**src/rtl/cpu_acumulador_param_if.sv**
```systemverilog
// Operand, program-load and observation signals of the accumulator CPU.
// Clock and reset stay outside the interface as plain ports.
interface cpu_acumulador_param_if #(
  parameter int LARGURA = 8,
  parameter int PROF    = 16
);
  localparam int AW = $clog2(PROF);

  logic [LARGURA-1:0] entrada;
  logic               iniciar;
  logic               prog_we;
  logic [AW-1:0]      prog_addr;
  logic [3+LARGURA:0] prog_dado;

  logic [LARGURA-1:0] saida;
  logic               saida_valida;
  logic [LARGURA-1:0] acumulador;
  logic [LARGURA-1:0] barramento;
  logic [1:0]         etapa;
  logic [AW-1:0]      pc;
  logic               carry;
  logic               zero;
  logic               parado;

  // iniciar and prog_we are level requests sampled on the rising edge;
  // they take effect only while parado is high, otherwise they are dropped.
  modport slave (
    input  entrada, iniciar, prog_we, prog_addr, prog_dado,
    output saida, saida_valida, acumulador, barramento, etapa, pc,
           carry, zero, parado
  );

  modport master (
    output entrada, iniciar, prog_we, prog_addr, prog_dado,
    input  saida, saida_valida, acumulador, barramento, etapa, pc,
           carry, zero, parado
  );
endinterface

```
**src/rtl/cpu_acumulador_param.sv**
```systemverilog
// Accumulator CPU: X/Y/Z registers and ALU sequenced by a three-step
// fetch/decode/execute machine from a writable program memory.
module cpu_acumulador_param #(
  parameter int LARGURA = 8,
  parameter int PROF    = 16
) (
  input logic                   clock,
  input logic                   reset_n,
  cpu_acumulador_param_if.slave bus
);
  localparam int AW = $clog2(PROF);

  localparam logic [3:0] OP_CARREGA_X   = 4'h1;
  localparam logic [3:0] OP_CARREGA_IMM = 4'h2;
  localparam logic [3:0] OP_SOMA        = 4'h3;
  localparam logic [3:0] OP_SUB         = 4'h4;
  localparam logic [3:0] OP_E           = 4'h5;
  localparam logic [3:0] OP_OU          = 4'h6;
  localparam logic [3:0] OP_NAO         = 4'h7;
  localparam logic [3:0] OP_LIMPA       = 4'h8;
  localparam logic [3:0] OP_SAIDA       = 4'h9;
  localparam logic [3:0] OP_JZ          = 4'hA;
  localparam logic [3:0] OP_JMP         = 4'hB;
  localparam logic [3:0] OP_CARREGA_Y   = 4'hC;
  localparam logic [3:0] OP_HALT        = 4'hF;

  typedef enum logic [1:0] {
    PARADO     = 2'd0,
    BUSCA      = 2'd1,
    DECODIFICA = 2'd2,
    EXECUTA    = 2'd3
  } etapa_t;

  etapa_t             r_etapa, w_etapa_next;
  logic [AW-1:0]      r_pc, w_pc_next;
  logic [3+LARGURA:0] r_ir, w_ir_next;
  logic [LARGURA-1:0] r_x, w_x_next;
  logic [LARGURA-1:0] r_y, w_y_next;
  logic [LARGURA-1:0] r_z, w_z_next;
  logic               r_carry, w_carry_next;
  logic               r_zero, w_zero_next;
  logic               r_valida, w_valida_next;
  logic               w_y_upd;

  logic [3+LARGURA:0] r_mem [PROF];

  logic [3:0]         w_op;
  logic [LARGURA-1:0] w_imm;
  logic [AW-1:0]      w_alvo;
  logic [LARGURA:0]   w_soma;
  logic [LARGURA:0]   w_dif;

  assign w_op   = r_ir[3+LARGURA -: 4];
  assign w_imm  = r_ir[LARGURA-1:0];
  assign w_alvo = AW'(w_imm);
  // The extra top bit is the carry for SOMA and the borrow (Y<X) for SUB.
  assign w_soma = {1'b0, r_y} + {1'b0, r_x};
  assign w_dif  = {1'b0, r_y} - {1'b0, r_x};

  always_ff @(posedge clock) begin
    if (!reset_n) r_etapa <= PARADO;
    else          r_etapa <= w_etapa_next;
  end

  always_comb begin
    w_etapa_next  = r_etapa;
    w_pc_next     = r_pc;
    w_ir_next     = r_ir;
    w_x_next      = r_x;
    w_y_next      = r_y;
    w_z_next      = r_z;
    w_carry_next  = r_carry;
    w_zero_next   = r_zero;
    w_valida_next = 1'b0;
    w_y_upd       = 1'b0;
    case (r_etapa)
      PARADO: begin
        if (bus.iniciar) begin
          w_pc_next    = '0;
          w_etapa_next = BUSCA;
        end
      end
      BUSCA: begin
        w_ir_next    = r_mem[r_pc];
        w_pc_next    = r_pc + AW'(1);
        w_etapa_next = DECODIFICA;
      end
      DECODIFICA: begin
        if (w_op == OP_CARREGA_X)   w_x_next = bus.entrada;
        if (w_op == OP_CARREGA_IMM) w_x_next = w_imm;
        w_etapa_next = EXECUTA;
      end
      EXECUTA: begin
        w_etapa_next = BUSCA;
        case (w_op)
          OP_SOMA: begin
            w_y_next     = w_soma[LARGURA-1:0];
            w_carry_next = w_soma[LARGURA];
            w_y_upd      = 1'b1;
          end
          OP_SUB: begin
            w_y_next     = w_dif[LARGURA-1:0];
            w_carry_next = w_dif[LARGURA];
            w_y_upd      = 1'b1;
          end
          OP_E:         begin w_y_next = r_y & r_x; w_carry_next = 1'b0; w_y_upd = 1'b1; end
          OP_OU:        begin w_y_next = r_y | r_x; w_carry_next = 1'b0; w_y_upd = 1'b1; end
          OP_NAO:       begin w_y_next = ~r_y;      w_carry_next = 1'b0; w_y_upd = 1'b1; end
          OP_LIMPA:     begin w_y_next = '0;        w_carry_next = 1'b0; w_y_upd = 1'b1; end
          OP_CARREGA_Y: begin w_y_next = r_x;       w_carry_next = 1'b0; w_y_upd = 1'b1; end
          OP_SAIDA: begin
            w_z_next      = r_y;
            w_valida_next = 1'b1;
          end
          // A taken jump overrides the pc already advanced during BUSCA.
          OP_JZ:   if (r_y == '0) w_pc_next = w_alvo;
          OP_JMP:  w_pc_next = w_alvo;
          OP_HALT: w_etapa_next = PARADO;
          default: ;
        endcase
        if (w_y_upd) w_zero_next = (w_y_next == '0);
      end
      default: w_etapa_next = PARADO;
    endcase
  end

  always_ff @(posedge clock) begin
    if (!reset_n) begin
      r_pc     <= '0;
      r_ir     <= '0;
      r_x      <= '0;
      r_y      <= '0;
      r_z      <= '0;
      r_carry  <= 1'b0;
      r_zero   <= 1'b1;
      r_valida <= 1'b0;
    end else begin
      r_pc     <= w_pc_next;
      r_ir     <= w_ir_next;
      r_x      <= w_x_next;
      r_y      <= w_y_next;
      r_z      <= w_z_next;
      r_carry  <= w_carry_next;
      r_zero   <= w_zero_next;
      r_valida <= w_valida_next;
    end
  end

  // Program memory has no reset; loads are accepted only while stopped.
  always_ff @(posedge clock) begin
    if (reset_n && (r_etapa == PARADO) && bus.prog_we)
      r_mem[bus.prog_addr] <= bus.prog_dado;
  end

  assign bus.saida        = r_z;
  assign bus.saida_valida = r_valida;
  assign bus.acumulador   = r_y;
  assign bus.barramento   = r_x;
  assign bus.etapa        = r_etapa;
  assign bus.pc           = r_pc;
  assign bus.carry        = r_carry;
  assign bus.zero         = r_zero;
  assign bus.parado       = (r_etapa == PARADO);
endmodule

```
**src/flat_wrapper.sv**
```systemverilog
// flat-port wrapper written by rule: the top's interface ports become plain ports
module cpu_acumulador_param_flat 
#(
  parameter int LARGURA = 8,
  parameter int PROF    = 16
)
  (clock, reset_n, bus_entrada, bus_iniciar, bus_prog_we, bus_prog_addr, bus_prog_dado, bus_saida, bus_saida_valida, bus_acumulador, bus_barramento, bus_etapa, bus_pc, bus_carry, bus_zero, bus_parado);
  cpu_acumulador_param_if #(.LARGURA(LARGURA), .PROF(PROF)) bus_i ();
  input logic clock;
  input logic reset_n;
  input wire logic [$bits(bus_i.entrada)-1:0] bus_entrada;
  input wire logic [$bits(bus_i.iniciar)-1:0] bus_iniciar;
  input wire logic [$bits(bus_i.prog_we)-1:0] bus_prog_we;
  input wire logic [$bits(bus_i.prog_addr)-1:0] bus_prog_addr;
  input wire logic [$bits(bus_i.prog_dado)-1:0] bus_prog_dado;
  output wire logic [$bits(bus_i.saida)-1:0] bus_saida;
  output wire logic [$bits(bus_i.saida_valida)-1:0] bus_saida_valida;
  output wire logic [$bits(bus_i.acumulador)-1:0] bus_acumulador;
  output wire logic [$bits(bus_i.barramento)-1:0] bus_barramento;
  output wire logic [$bits(bus_i.etapa)-1:0] bus_etapa;
  output wire logic [$bits(bus_i.pc)-1:0] bus_pc;
  output wire logic [$bits(bus_i.carry)-1:0] bus_carry;
  output wire logic [$bits(bus_i.zero)-1:0] bus_zero;
  output wire logic [$bits(bus_i.parado)-1:0] bus_parado;
  assign bus_i.entrada = bus_entrada;
  assign bus_i.iniciar = bus_iniciar;
  assign bus_i.prog_we = bus_prog_we;
  assign bus_i.prog_addr = bus_prog_addr;
  assign bus_i.prog_dado = bus_prog_dado;
  assign bus_saida = bus_i.saida;
  assign bus_saida_valida = bus_i.saida_valida;
  assign bus_acumulador = bus_i.acumulador;
  assign bus_barramento = bus_i.barramento;
  assign bus_etapa = bus_i.etapa;
  assign bus_pc = bus_i.pc;
  assign bus_carry = bus_i.carry;
  assign bus_zero = bus_i.zero;
  assign bus_parado = bus_i.parado;
  cpu_acumulador_param #(.LARGURA(LARGURA), .PROF(PROF)) u_core (.clock(clock), .reset_n(reset_n), .bus(bus_i));
endmodule
```
**config.mk**
```make
export PLATFORM = sky130hd
export DESIGN_NAME = cpu_acumulador_param_flat
export DESIGN_NICKNAME = d
export VERILOG_FILES = /design/src/rtl/cpu_acumulador_param_if.sv /design/src/rtl/cpu_acumulador_param.sv /design/src/flat_wrapper.sv
export SDC_FILE = /design/constraint.sdc
export NUM_CORES = 1
export LEC_CHECK = 0
export BUFFER_PORTS_ARGS = -buffer_cell sky130_fd_sc_hd__clkbuf_2
export CORE_MARGIN = 2
export CORE_UTILIZATION = 60
export CTS_BUF_LIST = sky130_fd_sc_hd__clkbuf_2
export DETAILED_ROUTE_END_ITERATION = 8
export PLACE_DENSITY = 0.79
export SETUP_SLACK_MARGIN = 0.15
export SKIP_LAST_GASP = 1
export SLEW_MARGIN = 5
export SYNTH_ARGS = -nofsm -noshare
export SYNTH_HDL_FRONTEND = slang
export SYNTH_SLANG_ARGS = --single-unit
```
**constraint.sdc**
```tcl
create_clock -name clock -period 5.1 [get_ports clock]
set_input_delay 0.255 -clock clock [delete_from_list [all_inputs] [get_ports clock]]
set_output_delay 0.255 -clock clock [all_outputs]
set_load 0.01 [all_outputs]
```
==> flow_summary.json, run 1 <==
{
  "cts_buffer_depth": 3,
  "start_util": 0.613,
  "antennaDiodeCount": 0,
  "root_buffer": "clkbuf_2",
  "wl_met2_um": 11800,
  "ys_seq_area_frac": 0.629,
  "crit_buf_inv": 0,
  "synth_fp_nets": 740,
  "sw_frac_of_total": 0.323,
  "core_mm2": 0.0173,
  "cts_tree": "done",
  "numCtsBuffers": 56,
  "clkPwrFrac": 0.253,
  "power.internal_mw": 3.18,
  "critPathArrivalTime_ps": 3660,
  "die_h_um": 137,
  "synth.avg_cell_area_um2": 15.6,
  "synth_edf_count": 192,
  "required_ps": 5800,
  "clk_pin_slew_ps": 110,
  "wl_met1_um": 10500,
  "cp_top_family": "compound AO/OA/AOI/OAI gates",
  "drc_errors": 0,
  "numClockSinks": 237,
  "seqPwrFrac": 0.512,
  "ir_worst_vdd_mv": 0.232,
  "first_iter_violations": 652,
  "routedWlPerCell_um": 23.0,
  "cts_resized": 0,
  "synthArstFlopShare": 0,
  "fin_cells": 1067,
  "crit_path_end_kind": "register",
  "grt-ovfl-total": 0,
  "combPwrFrac": 0.235,
  "antenna_found_initial": 0,
  "finalSetupTns_ps": 0,
  "critical_path_class": "reg -> reg",
  "die_area_mm2": 0.0187,
  "ios": 62,
  "hpwlAfterDp_um": 16400,
  "postSynthCellCount": 681,
  "slew_headroom": 0.101,
  "tightest_slew_ps": 1340,
  "vias": 6567,
  "hold_viol_final": 0,
  "grt_setup_unrepaired": "false",
  "rows": 48,
  "top_layer": "met4",
  "final_nets": 853,
  "routed_wl_um": 24600,
  "maxSlewViolCount": 0,
  "dp.cells": 935,
  "skew_ps": 46.0,
  "yosysUniqueCellTypes": 54,
  "wl_met3_um": 1620,
  "path_cells": "nand2_2 -> a211oi_2 -> o21a_1 -> nand2_1 -> nor3_1 -> nand3_1 -> o41ai_2",
  "gp_congestion": 0.882,
  "avgViaCountPerCell": 6.15,
  "clock_latency_ps": 820,
  "hold_path_class": "in -> reg",
  "drtAntennaViolNets": 0,
  "max_freq_mhz": 338,
  "ys.flop_type": "edfxtp_1",
  "area_growth_pct": 11.8,
  "portBuffers": 61,
  "critPathLaunchType": "register",
  "drive_gt1_frac": 0.240,
  "critPathMaxFanout": 29,
  "htree_levels": 2,
  "yosys_register_bits": 237,
  "post-route-min-period_ps": 2960,
  "setup_viol": 0,
  "grt_pass1_wl_um": 37100,
  "holdBufCountCts": 26,
  "fp.dieW_um": 137,
  "cp_slowest_cell": "dfxtp_1",
  "period_share": 0.580,
  "maxCapViolCount": 0,
  "synth.cell_area_mm2": 0.0106,
  "ys_warn_count": 0,
  "status": "finished, final reports clean",
  "post-cts-setup-buffers": 0,
  "grtUsageTotal": 0.271,
  "drt_pass1_iterations": 5,
  "leakagePower_nw": 4.11,
  "p_per_area_mw_per_mm2": 397,
  "switchingPower_mw": 1.52,
  "slowest_delay_ps": 1130,
  "grt_pass1_vias": 6583,
  "grt_max_degree": 40
}
## sequential cells by signal, summed over array words and instances (netlist names)
| signal | cells |
|---|---|
| u_core.r_ir | 12 |
| u_core.bus.etapa | 2 |
| u_core.bus.pc | 4 |
| u_core.r_mem | 192 |
| u_core.bus.barramento | 8 |
| u_core.bus.saida_valida | 1 |
| u_core.bus.zero | 1 |
| u_core.bus.saida | 8 |
| u_core.bus.carry | 1 |
| u_core.bus.acumulador | 8 |
## path summary, 6_finish.rpt
path	depth (start not counted)	slack, ps	start	to
max	7	2140	u_core.r_ir[8]	u_core.bus.zero
min	3	80	bus_prog_addr[0]	u_core.r_mem[9][7]
max reg2reg	7	2140	u_core.r_ir[8]	u_core.bus.zero
min reg2reg	2	500	u_core.bus.saida[6]	u_core.bus.saida[6]
## area by class of cell
type | instances | area [um^2]
Sequential cell | 237 | 6670
Fill cell | 1195 | 5450
Multi-Input combinational cell | 372 | 3630
Timing Repair Buffer | 94 | 618
Clock buffer | 85 | 425
Tap cell | 225 | 282
Inverter | 33 | 124
Clock inverter | 21 | 101
## routing by layer
metal,global-route usage,vias up
met4,0.102,0
met3,0.0600,40
met5,0,-
met1,0.377,3295
met2,0.428,283
li1,-,2949
## logic make-up (layout without fill, tap and decap cells)
group,count (synthesis),after routing,synth area share
mux,89,89,0.169
simple gates,140,140,0.0597
compound gates,105,105,0.0665
xor+xnor,7,7,0.00578
fa+ha+maj,31,31,0.0380
buf+inv,72,233,0.0323
flops,237,237,0.629
## metrics by stage
stage          instance area [um^2]   util  hold slack [ps]  total power [mW]  setup WS, ps
6_report                      11800  0.685             84.2              4.70          2140
3_5_place_dp                  11000  0.639              475              3.53          2110
4_1_cts                       11800  0.684             16.6              4.73          2130
5_1_grt                       11800  0.685             31.6              4.93          1860
2_1_floorplan                 10600      -              354              3.23          2620
3_3_place_gp                  11000  0.638              473              3.48          2280
## synthesized netlist by cell type (18+ instances only)
| cell type | n | area [um^2] |
|---|---|---|
| edfxtp_1 | 192 | 5770 |
| nor2_1 | 74 | 278 |
| dfxtp_1 | 45 | 901 |
| mux4_1 | 38 | 998 |
| inv_1 | 33 | 124 |
| a21oi_1 | 30 | 150 |
| ha_1 | 29 | 363 |
| mux2i_1 | 26 | 260 |
| mux4_2 | 22 | 495 |
| clkbuf_1 | 20 | 75.1 |
| a211oi_1 | 18 | 135 |
| o21ai_0 | 18 | 90.1 |
## layout by cell type, fill, tap and decap left out, drive strengths merged, types with 2 or more instances in the layout
master       synthesis  final
nor3                11     11
a21oi               30     30
o31ai                2      2
nor3b                2      2
o221ai               2      2
o21ba                2      2
o211ai               2      2
o221a                2      2
nand2b               4      4
edfxtp             192    192
xor2                 6      6
nor4                 2      2
a32oi                3      3
fa                   2      2
clkbuf              20    146
buf                 19      7
mux2i               26     26
dfxtp               45     45
mux2                 3      3
o21bai               3      3
a221oi               6      6
clkinv               0     21
nand4                4      4
a211oi              19     19
a31oi                3      3
inv                 33     33
o21a                 3      3
nand3               11     11
mux4                60     60
nor2b                8      8
o22ai                4      4
nand2               16     16
o21ai               19     19
ha                  29     29
dlygate4sd3          0     26
and2                 2      2
nor2                74     74
and3                 2      2
## tightest hold or removal path: cells and delay by family
kind	cells	cell delay, ps
buffers and inverters	1	100
and+or+nand+nor	2	360
## power groups by stage
| stage | sequential [mW] | clock (mW) | combinational [mW] |
|---|---|---|---|
| floorplan | 2.28 | 0 | 0.949 |
| global placement | 2.44 | 0 | 1.04 |
| detailed placement | 2.45 | 0 | 1.08 |
| CTS | 2.40 | 1.22 | 1.10 |
| global route | 2.43 | 1.31 | 1.19 |
| finish | 2.40 | 1.19 | 1.10 |
No activity file was read; power rests on OpenSTA's default activity.
==> run 2: changes to the inputs <==
--- a/config.mk
+++ b/config.mk
@@ -5,6 +5,7 @@
 export SDC_FILE = /design/constraint.sdc
 export NUM_CORES = 1
 export LEC_CHECK = 0
+export ABC_AREA = 1
 export BUFFER_PORTS_ARGS = -buffer_cell sky130_fd_sc_hd__clkbuf_2
 export CORE_MARGIN = 2
 export CORE_UTILIZATION = 60
==> constraint.sdc (replaced) <==
create_clock -name clock -period 2.9 [get_ports clock]
set_input_delay 0.145 -clock clock [delete_from_list [all_inputs] [get_ports clock]]
set_output_delay 0.145 -clock clock [all_outputs]
set_load 0.01 [all_outputs]
==> flow_summary.json, run 2 <==
{
  "required_ps": 3420,
  "routedWlPerCell_um": 18.5,
  "hpwlAfterDp_um": 16600,
  "routed_wl_um": 26600,
  "fp.dieW_um": 137,
  "ys_warn_count": 0,
  "grt_max_degree": 101,
  "synth_fp_nets": 1097,
  "yosys_register_bits": 237,
  "critical_path_class": "reg -> reg",
  "first_iter_violations": 907,
  "postPlaceCellArea_mm2": 0.0113,
  "crit_path_end_kind": "register",
  "path_cells": "inv_1 -> ha_1 -> nand2_1 -> nor2_1 -> nand3_1 -> dlygate4sd3_1 -> nor2_1 -> buf_4",
  "post-route-min-period_ps": 2610,
  "critPathLaunchType": "register",
  "skew_ps": 63.3,
  "crit_buf_inv": 3,
  "numCtsBuffers": 56,
  "hold_path_class": "in -> reg",
  "slowest_delay_ps": 640,
  "htree_levels": 2,
  "drc_errors": 0,
  "drive_gt1_frac": 0.167,
  "drt_pass1_iterations": 7,
  "clock_latency_ps": 850,
  "setup_ws_ps": 288,
  "rows": 48,
  "grt_pass1_wl_um": 41100,
  "layout_common_cells": "edfxtp_1, nor2_1, clkbuf_2, o21ai_0, nand2_1",
  "cts_resized": 0,
  "max_freq_mhz": 383,
  "status": "finished, final reports clean",
  "grtUsageTotal": 0.288,
  "post-cts-setup-buffers": 0,
  "yosysTopAreaCellShare": 0.540,
  "ys_seq_area_frac": 0.624,
  "holdWs_ps": 168,
  "maxCapViolCount": 0,
  "largest-register": "u_core.r_mem",
  "cpMostUsedCell": "nor2_1",
  "synth_common_cells": "edfxtp_1, nor2_1, o21ai_0",
  "ir_worst_vdd_mv": 0.622,
  "yosysUniqueCellTypes": 35,
  "yosys-top-cells-area": "edfxtp_1, dfxtp_1, o21ai_0",
  "ios": 62,
  "root_buffer": "clkbuf_2",
  "period_share": 0.901,
  "antenna_found_initial": 1,
  "largest_registers": "u_core.r_mem x192, u_core.r_ir x12",
  "ys.flop_type": "edfxtp_1",
  "avgViaCountPerCell": 5.82,
  "die_h_um": 137,
  "hold_viol_final": 0,
  "grt-ovfl-total": 0,
  "dp.cells": 1304,
  "synthArstFlopShare": 0,
  "largest_reg_flops": 192,
  "critPathMaxFanout": 5,
  "postSynthCellCount": 1038,
  "finalSetupTns_ps": 0,
  "cp_slowest_cell": "dlygate4sd3_1",
  "yosysMostFrequentCell": "edfxtp_1",
  "drtAntennaViolNets": 0,
  "tightest_slew_ps": 895,
  "vias": 8382,
  "synth.avg_cell_area_um2": 10.3,
  "fin_area_mm2": 0.0122,
  "cp_top_family": "buffers and inverters",
  "clk_pin_slew_ps": 100,
  "final_common_cell": "edfxtp_1",
  "cts_tree": "done",
  "dp_slack_ps": 753,
  "portBuffers": 61,
  "core_mm2": 0.0174,
  "grt_pass1_vias": 7956,
  "p_per_area_mw_per_mm2": 780,
  "numClockSinks": 237,
  "synth_edf_count": 192,
  "critPathArrivalTime_ps": 3130,
  "synth_largest_area_cell": "edfxtp_1",
  "cts_buffer_depth": 3,
  "start_util": 0.616,
  "slew_headroom": 0.401,
  "synth.cell_area_mm2": 0.0107,
  "gp_congestion": 0.946,
  "die_area_mm2": 0.0189,
  "setup_viol": 0,
  "maxSlewViolCount": 0,
  "final_nets": 1227,
  "area_growth_pct": 13.8,
  "grt_setup_unrepaired": "false",
  "fin_cells": 1439,
  "leakagePower_nw": 4.79
}
==> run 2: per-stage QoR <==
stage	util	power [mW]
after global routing	0.701	10.1
after floorplan	-	6.27
after global placement	0.651	7.12
after CTS	0.701	9.46
final	0.701	9.49
after detailed placement	0.651	7.21
==> run 2: routing by layer <==
layer / vias up / wire (um) / global-route usage
li1: 3972 / - / -
met1: 3974 / 10800 / 0.374
met2: 377 / 13000 / 0.484
met3: 59 / 2210 / 0.0625
met4: 0 / 579 / 0.0974
met5: - / 0 / 0
==> run 2: cell type report <==
cell class,count,area (um^2)
Sequential cell,237,6670
Fill cell,1266,5190
Multi-Input combinational cell,658,3450
Timing Repair Buffer,121,858
Clock buffer,84,420
Inverter,94,354
Tap cell,225,282
Clock inverter,19,130
Antenna cell,1,2.50
==> run 2: logic make-up (layout without fill, tap and decap cells) <==
logic type / count (synthesis) / in the layout / share of synthesized area
flip-flops: 237 / 237 / 0.624
buffers and inverters: 143 / 318 / 0.0534
XOR/XNOR: 2 / 2 / 0.00164
other: 0 / 1 / 0
adder cells (fa/ha/maj): 31 / 31 / 0.0377
AND/OR/NAND/NOR: 366 / 366 / 0.144
AO/OA/AOI/OAI: 259 / 259 / 0.139
==> run 2: path summary, 6_finish.rpt <==
kind,startpoint,endpoint,slack [ps],cells past startpoint
max,u_core.bus.etapa[1],u_core.r_mem[11][9],290,8
min,bus_entrada[7],u_core.bus.barramento[7],170,4
max reg2reg,u_core.bus.etapa[1],u_core.r_mem[11][9],290,8
min reg2reg,u_core.bus.zero,u_core.bus.zero,510,2
==> run 2: tightest hold or removal path: cells and delay by family <==
kind,cells,cell delay (ps)
compound gates,2,190
buf+inv,2,630
==> run 2: power by group <==
group	leakage (nW)	internal (mW)	switching [mW]
clock	0.409	0.957	1.28
combinational	2.29	1.00	2.27
sequential	2.09	3.84	0.132
==> run 2: what timing repair did <==
item / 4_1_cts / 5_1_grt
setup endpoints to repair: 0 / 0
hold buffers: 31 / 0
hold endpoints to repair: 389 / 0
